File: config.mk
export PLATFORM = sky130hd
export DESIGN_NAME = ipsxe_floating_point_apm_share_arb_v1_0_flat
export DESIGN_NICKNAME = d
export VERILOG_FILES = /design/src/rtl/ipsxe_floating_point_apm_share_arb_v1_0_if.sv /design/src/rtl/ipsxe_floating_point_apm_share_arb_v1_0.sv /design/src/flat_wrapper.sv
export SDC_FILE = /design/constraint.sdc
export NUM_CORES = 1
export LEC_CHECK = 0
export ABC_AREA = 0
export CAP_MARGIN = 20
export CORE_AREA = 2 2 152 154
export CTS_CLUSTER_SIZE = 24
export DETAILED_ROUTE_END_ITERATION = 6
export DIE_AREA = 0 0 154 156
export PLACE_DENSITY = 0.69
export SYNTH_ARGS = -nofsm -noshare
export SYNTH_HDL_FRONTEND = slang
export SYNTH_SLANG_ARGS = --single-unit
File: constraint.sdc
create_clock -name i_clk -period 5 [get_ports i_clk]
set_clock_uncertainty 0.1 [all_clocks]
set_input_delay 1 -clock i_clk [delete_from_list [all_inputs] [get_ports i_clk]]
set_output_delay 1 -clock i_clk [all_outputs]
set_load 0.05 [all_outputs]
File: src/rtl/ipsxe_floating_point_apm_share_arb_v1_0_if.sv
// Port bundle for the two-requester APM share arbiter.
// Signal names are given from the arbiter's point of view.
interface ipsxe_floating_point_apm_share_arb_v1_0_if #(
  parameter int X_WIDTH = 28,
  parameter int Y_WIDTH = 18,
  parameter int Z_WIDTH = 48
) ();
  logic               i_req0_valid;
  logic               o_req0_ready;
  logic [X_WIDTH-1:0] i_req0_x;
  logic [Y_WIDTH-1:0] i_req0_y;
  logic [Z_WIDTH-1:0] i_req0_z;
  logic               i_req0_sub;

  logic               i_req1_valid;
  logic               o_req1_ready;
  logic [X_WIDTH-1:0] i_req1_x;
  logic [Y_WIDTH-1:0] i_req1_y;
  logic [Z_WIDTH-1:0] i_req1_z;
  logic               i_req1_sub;

  logic [X_WIDTH-1:0] o_apm_x;
  logic [Y_WIDTH-1:0] o_apm_y;
  logic [Z_WIDTH-1:0] o_apm_z;
  logic               o_apm_sub;
  logic [Z_WIDTH-1:0] i_apm_p;

  logic [Z_WIDTH-1:0] o_res_data;
  logic               o_res0_valid;
  logic               o_res1_valid;
  logic               o_busy;

  modport slave (
    input  i_req0_valid, i_req0_x, i_req0_y, i_req0_z, i_req0_sub,
    input  i_req1_valid, i_req1_x, i_req1_y, i_req1_z, i_req1_sub,
    input  i_apm_p,
    output o_req0_ready, o_req1_ready,
    output o_apm_x, o_apm_y, o_apm_z, o_apm_sub,
    output o_res_data, o_res0_valid, o_res1_valid, o_busy
  );

  modport master (
    output i_req0_valid, i_req0_x, i_req0_y, i_req0_z, i_req0_sub,
    output i_req1_valid, i_req1_x, i_req1_y, i_req1_z, i_req1_sub,
    output i_apm_p,
    input  o_req0_ready, o_req1_ready,
    input  o_apm_x, o_apm_y, o_apm_z, o_apm_sub,
    input  o_res_data, o_res0_valid, o_res1_valid, o_busy
  );
endinterface

File: src/rtl/ipsxe_floating_point_apm_share_arb_v1_0.sv
// Round-robin arbiter sharing one pipelined APM (Z +/- X*Y) between two requesters.
// A tag pipeline tracks which requester owns each result coming back from the APM.
module ipsxe_floating_point_apm_share_arb_v1_0 #(
  parameter int X_WIDTH     = 28,
  parameter int Y_WIDTH     = 18,
  parameter int Z_WIDTH     = 48,
  parameter int APM_LATENCY = 1
) (
  input logic i_clk,
  input logic i_rst,
  ipsxe_floating_point_apm_share_arb_v1_0_if.slave bus
);

  localparam int LAST  = APM_LATENCY;
  localparam int CNT_W = $clog2(APM_LATENCY + 2);

  logic               grant0;
  logic               grant1;
  logic               xfer;
  logic               retire;

  logic               rrLast_q, rrLast_d;
  logic [X_WIDTH-1:0] apmX_q, apmX_d;
  logic [Y_WIDTH-1:0] apmY_q, apmY_d;
  logic [Z_WIDTH-1:0] apmZ_q, apmZ_d;
  logic               apmSub_q, apmSub_d;
  logic [LAST:0]      tagValid_q, tagValid_d;
  logic [LAST:0]      tagIdx_q, tagIdx_d;
  logic [Z_WIDTH-1:0] resData_q, resData_d;
  logic               res0Valid_q, res0Valid_d;
  logic               res1Valid_q, res1Valid_d;
  logic [CNT_W-1:0]   inFlight_q, inFlight_d;

  // Grants are suppressed during reset; rrLast_q names the last winner, so the other side wins a tie.
  always_comb begin
    grant0 = 1'b0;
    grant1 = 1'b0;
    if (!i_rst) begin
      grant0 = bus.i_req0_valid && (!bus.i_req1_valid || rrLast_q);
      grant1 = bus.i_req1_valid && (!bus.i_req0_valid || !rrLast_q);
    end
  end

  assign xfer   = grant0 || grant1;
  assign retire = tagValid_q[LAST];

  always_comb begin
    rrLast_d    = rrLast_q;
    apmX_d      = apmX_q;
    apmY_d      = apmY_q;
    apmZ_d      = apmZ_q;
    apmSub_d    = apmSub_q;
    tagValid_d  = '0;
    tagIdx_d    = '0;

    if (grant1) begin
      rrLast_d = 1'b1;
      apmX_d   = bus.i_req1_x;
      apmY_d   = bus.i_req1_y;
      apmZ_d   = bus.i_req1_z;
      apmSub_d = bus.i_req1_sub;
    end else if (grant0) begin
      rrLast_d = 1'b0;
      apmX_d   = bus.i_req0_x;
      apmY_d   = bus.i_req0_y;
      apmZ_d   = bus.i_req0_z;
      apmSub_d = bus.i_req0_sub;
    end

    // Idle cycles push a bubble so each tag stays aligned with its operands through the APM.
    tagValid_d[0] = xfer;
    tagIdx_d[0]   = grant1;
    for (int i = 1; i <= LAST; i++) begin
      tagValid_d[i] = tagValid_q[i-1];
      tagIdx_d[i]   = tagIdx_q[i-1];
    end

    resData_d   = retire ? bus.i_apm_p : resData_q;
    res0Valid_d = retire && !tagIdx_q[LAST];
    res1Valid_d = retire &&  tagIdx_q[LAST];
    inFlight_d  = inFlight_q + CNT_W'(xfer) - CNT_W'(retire);
  end

  always_ff @(posedge i_clk or posedge i_rst) begin
    if (i_rst) begin
      rrLast_q    <= 1'b1;
      apmX_q      <= '0;
      apmY_q      <= '0;
      apmZ_q      <= '0;
      apmSub_q    <= 1'b0;
      tagValid_q  <= '0;
      tagIdx_q    <= '0;
      resData_q   <= '0;
      res0Valid_q <= 1'b0;
      res1Valid_q <= 1'b0;
      inFlight_q  <= '0;
    end else begin
      rrLast_q    <= rrLast_d;
      apmX_q      <= apmX_d;
      apmY_q      <= apmY_d;
      apmZ_q      <= apmZ_d;
      apmSub_q    <= apmSub_d;
      tagValid_q  <= tagValid_d;
      tagIdx_q    <= tagIdx_d;
      resData_q   <= resData_d;
      res0Valid_q <= res0Valid_d;
      res1Valid_q <= res1Valid_d;
      inFlight_q  <= inFlight_d;
    end
  end

  assign bus.o_req0_ready = grant0;
  assign bus.o_req1_ready = grant1;
  assign bus.o_apm_x      = apmX_q;
  assign bus.o_apm_y      = apmY_q;
  assign bus.o_apm_z      = apmZ_q;
  assign bus.o_apm_sub    = apmSub_q;
  assign bus.o_res_data   = resData_q;
  assign bus.o_res0_valid = res0Valid_q;
  assign bus.o_res1_valid = res1Valid_q;
  assign bus.o_busy       = (inFlight_q != '0);

endmodule

File: src/flat_wrapper.sv
// flat-port wrapper written by rule: the top's interface ports become plain ports
module ipsxe_floating_point_apm_share_arb_v1_0_flat 
#(
  parameter int X_WIDTH     = 28,
  parameter int Y_WIDTH     = 18,
  parameter int Z_WIDTH     = 48,
  parameter int APM_LATENCY = 1
)
  (i_clk, i_rst, bus_i_req0_valid, bus_i_req0_x, bus_i_req0_y, bus_i_req0_z, bus_i_req0_sub, bus_i_req1_valid, bus_i_req1_x, bus_i_req1_y, bus_i_req1_z, bus_i_req1_sub, bus_i_apm_p, bus_o_req0_ready, bus_o_req1_ready, bus_o_apm_x, bus_o_apm_y, bus_o_apm_z, bus_o_apm_sub, bus_o_res_data, bus_o_res0_valid, bus_o_res1_valid, bus_o_busy);
  ipsxe_floating_point_apm_share_arb_v1_0_if #(.X_WIDTH(X_WIDTH), .Y_WIDTH(Y_WIDTH), .Z_WIDTH(Z_WIDTH)) bus_i ();
  input logic i_clk;
  input logic i_rst;
  input wire logic [$bits(bus_i.i_req0_valid)-1:0] bus_i_req0_valid;
  input wire logic [$bits(bus_i.i_req0_x)-1:0] bus_i_req0_x;
  input wire logic [$bits(bus_i.i_req0_y)-1:0] bus_i_req0_y;
  input wire logic [$bits(bus_i.i_req0_z)-1:0] bus_i_req0_z;
  input wire logic [$bits(bus_i.i_req0_sub)-1:0] bus_i_req0_sub;
  input wire logic [$bits(bus_i.i_req1_valid)-1:0] bus_i_req1_valid;
  input wire logic [$bits(bus_i.i_req1_x)-1:0] bus_i_req1_x;
  input wire logic [$bits(bus_i.i_req1_y)-1:0] bus_i_req1_y;
  input wire logic [$bits(bus_i.i_req1_z)-1:0] bus_i_req1_z;
  input wire logic [$bits(bus_i.i_req1_sub)-1:0] bus_i_req1_sub;
  input wire logic [$bits(bus_i.i_apm_p)-1:0] bus_i_apm_p;
  output wire logic [$bits(bus_i.o_req0_ready)-1:0] bus_o_req0_ready;
  output wire logic [$bits(bus_i.o_req1_ready)-1:0] bus_o_req1_ready;
  output wire logic [$bits(bus_i.o_apm_x)-1:0] bus_o_apm_x;
  output wire logic [$bits(bus_i.o_apm_y)-1:0] bus_o_apm_y;
  output wire logic [$bits(bus_i.o_apm_z)-1:0] bus_o_apm_z;
  output wire logic [$bits(bus_i.o_apm_sub)-1:0] bus_o_apm_sub;
  output wire logic [$bits(bus_i.o_res_data)-1:0] bus_o_res_data;
  output wire logic [$bits(bus_i.o_res0_valid)-1:0] bus_o_res0_valid;
  output wire logic [$bits(bus_i.o_res1_valid)-1:0] bus_o_res1_valid;
  output wire logic [$bits(bus_i.o_busy)-1:0] bus_o_busy;
  assign bus_i.i_req0_valid = bus_i_req0_valid;
  assign bus_i.i_req0_x = bus_i_req0_x;
  assign bus_i.i_req0_y = bus_i_req0_y;
  assign bus_i.i_req0_z = bus_i_req0_z;
  assign bus_i.i_req0_sub = bus_i_req0_sub;
  assign bus_i.i_req1_valid = bus_i_req1_valid;
  assign bus_i.i_req1_x = bus_i_req1_x;
  assign bus_i.i_req1_y = bus_i_req1_y;
  assign bus_i.i_req1_z = bus_i_req1_z;
  assign bus_i.i_req1_sub = bus_i_req1_sub;
  assign bus_i.i_apm_p = bus_i_apm_p;
  assign bus_o_req0_ready = bus_i.o_req0_ready;
  assign bus_o_req1_ready = bus_i.o_req1_ready;
  assign bus_o_apm_x = bus_i.o_apm_x;
  assign bus_o_apm_y = bus_i.o_apm_y;
  assign bus_o_apm_z = bus_i.o_apm_z;
  assign bus_o_apm_sub = bus_i.o_apm_sub;
  assign bus_o_res_data = bus_i.o_res_data;
  assign bus_o_res0_valid = bus_i.o_res0_valid;
  assign bus_o_res1_valid = bus_i.o_res1_valid;
  assign bus_o_busy = bus_i.o_busy;
  ipsxe_floating_point_apm_share_arb_v1_0 #(.X_WIDTH(X_WIDTH), .Y_WIDTH(Y_WIDTH), .Z_WIDTH(Z_WIDTH), .APM_LATENCY(APM_LATENCY)) u_core (.i_clk(i_clk), .i_rst(i_rst), .bus(bus_i));
endmodule
==> results of run 1 <==
-- worst max-delay path, stage by stage --
cell and delay (ns):
clkdlybuf4s50_1 0.49, nand2b_1 0.20, a21oi_1 0.13, clkdlybuf4s50_1 0.82
-- worst max path at each step --
stage / startpoint / end / depth (start not counted)
floorplan: i_rst / u_core.inFlight_q[1] / 7
finish: i_rst / bus_o_req0_ready / 4
global route: i_rst / bus_o_req0_ready / 4
CTS: i_rst / bus_o_req0_ready / 4
detailed placement: i_rst / bus_o_req0_ready / 4
global placement: i_rst / bus_o_req0_ready / 4
-- cell type report --
type	count	area (um^2)
Clock buffer	18	429
Sequential cell	152	3810
Tap cell	285	357
Fill cell	2090	11000
Timing Repair Buffer	399	4030
Inverter	4	23.8
Clock inverter	14	155
Multi-Input combinational cell	445	2570
-- registers in the layout, summed over array words and instances (netlist names) --
signal,count
u_core.bus.o_apm_sub,1
u_core.bus.o_apm_x,28
u_core.bus.o_apm_y,18
u_core.bus.o_apm_z,48
u_core.bus.o_res0_valid,1
u_core.bus.o_res1_valid,1
u_core.bus.o_res_data,48
u_core.inFlight_q,2
u_core.rrLast_q,1
u_core.tagIdx_q,2
u_core.tagValid_q,2
-- Yosys cell counts (4+ instances only) --
| master | number | area share |
|---|---|---|
| dfrtp_1 | 151 | 0.55 |
| nor2_1 | 96 | 0.052 |
| a31oi_1 | 95 | 0.086 |
| nand3_1 | 95 | 0.069 |
| o21ai_0 | 82 | 0.060 |
| mux2_2 | 48 | 0.078 |
| clkbuf_1 | 22 | 0.012 |
| buf_2 | 15 | 0.011 |
| o21ai_1 | 15 | 0.011 |
| buf_6 | 11 | 0.018 |
| clkbuf_8 | 11 | 0.022 |
| buf_4 | 8 | 0.0087 |
| inv_1 | 4 | 0.0022 |
-- kinds of logic after synthesis --
kind of cell               count (synthesis)
and+or+nand+nor                          200
AOI/OAI and AO/OA                        193
DFF                                      152
buffers and inverters                     72
muxes                                     48
xor gates and xnor gates                   2
adders and majority gates                  2
-- metal layers --
metal	wire (um)	vias up
met5	0	-
met4	540	0
met3	1750	34
met2	11700	283
met1	9600	3101
li1	-	3101
-- report_power, final --
group	total, W	leakage [nW]	switching, W	internal (W)
Combinational	0.00156	2.36	0.000963	0.000594
Clock	0.00129	0.277	0.000585	0.000708
Sequential	0.00150	1.73	0.0000953	0.00140
-- per-stage QoR --
stage / setup slack [ns] / hold slack, ns / total power [W]
floorplan: 0.518 / 0.231 / 0.00246
global placement: 1.28 / 0.232 / 0.00306
detailed placement: 1.28 / 0.235 / 0.00308
CTS: 1.27 / 0.249 / 0.00439
global route: 1.18 / 0.270 / 0.00454
finish: 1.26 / 0.249 / 0.00435
==> flow_metrics.py, run 1 <==
metrics = {
    "grt": {
        "antenna_found_initial": 0,
        "grtUsageMet3": 0.0522,
        "grt_overflow": 0,
        "globalRouteMet2Util": 0.323,
        "grtUsageTotal": 0.190,
        "grt_max_degree": 160,
        "grt_pass1_wl_um": 35700,
        "grt_busiest_layer": "met2",
        "use_met1": 0.233,
        "grt_pass1_vias": 6301,
    },
    "cells_and_area": {
        "mostFrequentLayoutCells": "388 x clkdlybuf4s50_1, 150 x dfrtp_1, 96 x nor2_1",
        "final_util": 0.509,
        "drive_gt1_frac": 0.0959,
        "final_cells": 1317,
        "layout.nets": 1263,
        "final_common_cell": "clkdlybuf4s50_1",
        "antennaDiodeCount": 0,
        "design_area_um2": 11400,
        "area_growth_pct": 65.1,
    },
    "logic_synthesis": {
        "synth_flop_cell": "dfrtp_1",
        "yosysSeqAreaShare": 0.552,
        "synth_top_family_by_area": "compound AO/OA/AOI/OAI gates",
        "synth_xor_area_frac": 0.00254,
        "ys_ff_latch": 152,
        "synthMuxAreaShare": 0.0784,
        "async_reset_ff_frac": 1.00,
        "syn-num-nets": 913,
        "ys_warn_count": 0,
        "synthesis.area_um2": 6890,
        "synth_area_per_cell_um2": 10.3,
        "yosys.area_share.simple": 0.130,
        "synthDistinctLibCells": 26,
        "synth-compound-area-share": 0.157,
        "synth_edf_count": 0,
        "syn_inst": 669,
        "synth-adder-area-share": 0.00363,
    },
    "timing": {
        "rsz0062_at_grt": "false",
        "slew_violations": 0,
        "fmax_mhz": 267,
        "setup_viol": 0,
        "worst_pin_slew_ns": 1.03,
        "fin_crit_sh": 0.748,
        "setup_tns_ns": 0,
        "slew_headroom": 0.314,
        "fin_crit_ns": 3.74,
        "hold_viol": 0,
    },
    "clock_network": {
        "cts_tree": "done",
        "root_buffer": "clkbuf_16",
        "postCtsSetupRepairBufs": 0,
        "hold_buffers": 0,
        "clk_pin_slew_worst_paths_ns": 0.06,
        "clock_latency_ns": 0.42,
        "cts_buffers": 17,
        "clock-sinks": 152,
        "clockBufferDepth": 2,
        "cts_resized": 0,
        "h-tree-depth": 4,
    },
    "placed_design": {
        "dp_hpwl_um": 15800,
        "numPlacedInstances": 1282,
        "gp_congestion": 0.787,
        "port_buffers": 389,
        "place_area_um2": 10700,
    },
    "die": {
        "die_h_um": 156,
        "die_w_um": 154,
        "pin_count": 390,
        "start_util": 0.308,
        "design.core.area_um2": 22400,
        "dieArea_um2": 24000,
        "placementRows": 55,
    },
    "drt": {
        "drtIter0Drc": 377,
        "firstDrtPassIters": 4,
        "wl_um": 23600,
        "drc": 0,
        "ant_nets": 0,
        "viasPerCell": 4.95,
        "wl_per_cell_um": 17.9,
        "vias": 6519,
    },
    "min_path": {
        "hold_depth": 0,
        "hp-start": "u_core.tagValid_q[0]",
        "worstHoldPathType": "register to register",
        "whs_endpoint": "u_core.tagValid_q[1]",
    },
    "outcome": {
        "outcome": "finished clean",
    },
    "critical_path": {
        "critPathLaunchType": "input pin",
        "path_max_fanout": 4,
        "path_class": "input pin to output pin",
        "crit_path_end_kind": "output pin",
        "ff2ff_path_depth": 4,
        "worstPathRequired_ns": 3.90,
        "r2r_setup_slack_ns": 2.71,
        "timing.rr.end": "u_core.bus.o_apm_y[14]",
        "r2r_start": "u_core.rrLast_q",
        "crit_arrival_ns": 2.64,
    },
    "power_and_ir_drop": {
        "cellLeakagePower_nw": 4.37,
        "powerDensity_nw_per_um2": 382,
        "ir_drop_mv": 0.188,
    },
    "flow_run": {
        "cap_violations": 0,
    },
}
Note: power is estimated with default switching activity, not from simulation.
==> inputs of run 2 (changes only) <==
Settings changed: CORE_AREA 2 2 152 154 to 2 2 153 155, DIE_AREA 0 0 154 156 to 0 0 155 157, PLACE_DENSITY 0.69 to 0.66.
Clock period 5 ns to 3.73 ns, I/O delays scaled along.
==> run 2 against run 1 <==
Global-route usage fell by 0.21 points. Via count increased by 0.25%. Cell area grew 0.93%. Sequential share of layout area is 0.31 points lower. Routed wire length up 0.38%. Sequential cell count stayed put. Highest routed layer unchanged.
==> flow_metrics.py, run 2 (same netlist as run 1, synthesis figures left out) <==
metrics = {
    "outcome": {
        "outcome": "finished clean",
    },
    "grt": {
        "grt_pass1_wl_um": 35600,
        "grt_overflow": 0,
        "grt_max_degree": 153,
        "grt_pass1_vias": 6146,
        "grtUsageTotal": 0.188,
        "antenna_found_initial": 0,
    },
    "timing": {
        "slew_violations": 0,
        "worst_pin_slew_ns": 0.977,
        "whs_ns": 0.246,
        "slew_headroom": 0.349,
        "fmax_mhz": 309,
        "fin_crit_ns": 3.24,
        "setup_viol": 0,
        "fin_crit_sh": 0.867,
        "hold_viol": 0,
        "rsz0062_at_grt": "false",
    },
    "cells_and_area": {
        "final_common_cell": "clkdlybuf4s50_1",
        "design_area_um2": 11500,
        "final_util": 0.510,
        "antennaDiodeCount": 0,
        "nFillCells": 2086,
        "mostFrequentLayoutCells": "388 x clkdlybuf4s50_1, 150 x dfrtp_1, 96 x nor2_1",
        "layout.nets": 1271,
        "area_growth_pct": 66.6,
        "drive_gt1_frac": 0.104,
    },
    "critical_path": {
        "critPathLaunchType": "input pin",
        "path_class": "input pin to output pin",
        "worstPathRequired_ns": 2.88,
        "path_max_fanout": 4,
        "crit_path_end_kind": "output pin",
        "crit_arrival_ns": 2.39,
    },
    "clock_network": {
        "cts_tree": "done",
        "root_buffer": "clkbuf_16",
        "clock-sinks": 152,
        "cts_buffers": 17,
        "clock_latency_ns": 0.41,
        "postCtsSetupRepairBufs": 0,
        "h-tree-depth": 4,
        "cts_resized": 0,
        "clockBufferDepth": 2,
        "hold_buffers": 0,
        "clk_pin_slew_worst_paths_ns": 0.06,
    },
    "die": {
        "design.core.area_um2": 22500,
        "die_w_um": 155,
        "dieArea_um2": 24300,
        "pin_count": 390,
        "die_h_um": 157,
        "start_util": 0.306,
        "placementRows": 55,
    },
    "power_and_ir_drop": {
        "sequentialPowerShare": 0.337,
        "finalPower_w": 0.00595,
        "cellLeakagePower_nw": 4.44,
        "internal-power_w": 0.00377,
        "swShare": 0.367,
        "p_switching_w": 0.00218,
        "ir_drop_mv": 0.241,
        "combPwrFrac": 0.351,
        "p_clk_frac": 0.312,
        "powerDensity_nw_per_um2": 518,
    },
    "flow_run": {
        "cap_violations": 0,
    },
    "placed_design": {
        "dp_hpwl_um": 16600,
        "gp_congestion": 0.843,
        "port_buffers": 389,
        "place_area_um2": 10900,
    },
    "min_path": {
        "worstHoldPathType": "register to register",
    },
    "drt": {
        "firstDrtPassIters": 5,
        "drc": 0,
        "vias": 6535,
        "wl_per_cell_um": 17.9,
        "wl_um": 23700,
        "viasPerCell": 4.93,
        "ant_nets": 0,
        "drtIter0Drc": 354,
    },
}
-- run 2: changes by cell type in the layout (fill, tap and decap cells not counted), sizes merged --
cell and change:
clkbuf -1, bufinv +2, buf +8, clkinv +1, clkinvlp -2
-- run 2: power groups by stage --
stage	logic, W	registers [W]	clock network, W
detailed placement	0.00211	0.00204	0
CTS	0.00211	0.00201	0.00192
global placement	0.00210	0.00203	0
global route	0.00220	0.00203	0.00199
floorplan	0.000499	0.00280	0
finish	0.00209	0.00200	0.00186
-- run 2: metal layers --
layer / vias up / routed length, um / GRT usage
li1: 3119 / - / -
met1: 3115 / 9390 / 0.222
met2: 275 / 11800 / 0.321
met3: 26 / 1960 / 0.0644
met4: 0 / 514 / 0.0586
met5: - / 0 / 0
-- run 2: layout make-up --
class	instances	area, um^2	share of cell area
Timing Repair Buffer	407	4090	0.356
Sequential cell	152	3810	0.331
Multi-Input combinational cell	445	2570	0.224
Clock buffer	17	425	0.0370
Tap cell	285	357	0.0311
Clock inverter	15	208	0.0181
Inverter	4	23.8	0.00207
-- run 2: worst paths after layout --
kind                       slack, ns                endpoint  depth (start not counted)                 start
min                             0.25    u_core.tagValid_q[1]                          0  u_core.tagValid_q[0]
max reg2reg                     1.58  u_core.bus.o_apm_z[24]                          4       u_core.rrLast_q
max                             0.49        bus_o_req0_ready                          4      bus_i_req0_valid
max in group asynchronous       1.98  u_core.bus.o_apm_z[21]                          3                 i_rst
min reg2reg                     0.25    u_core.tagValid_q[1]                          0  u_core.tagValid_q[0]
min in group asynchronous       0.91   u_core.bus.o_apm_y[6]                          3                 i_rst
-- run 2: per-stage QoR --
stage	setup WS (ns)	setup TNS, ns	std cells
floorplan	-0.491	-35.80	669
global placement	0.515	0	1293
detailed placement	0.524	0	1293
CTS	0.505	0	1325
global route	0.425	0	1325
finish	0.494	0	1325
-- run 2: critical path: stages --
cell and delay, ns:
clkdlybuf4s50_1 0.58, nand2b_1 0.11, a21oi_1 0.14, clkdlybuf4s50_1 0.82
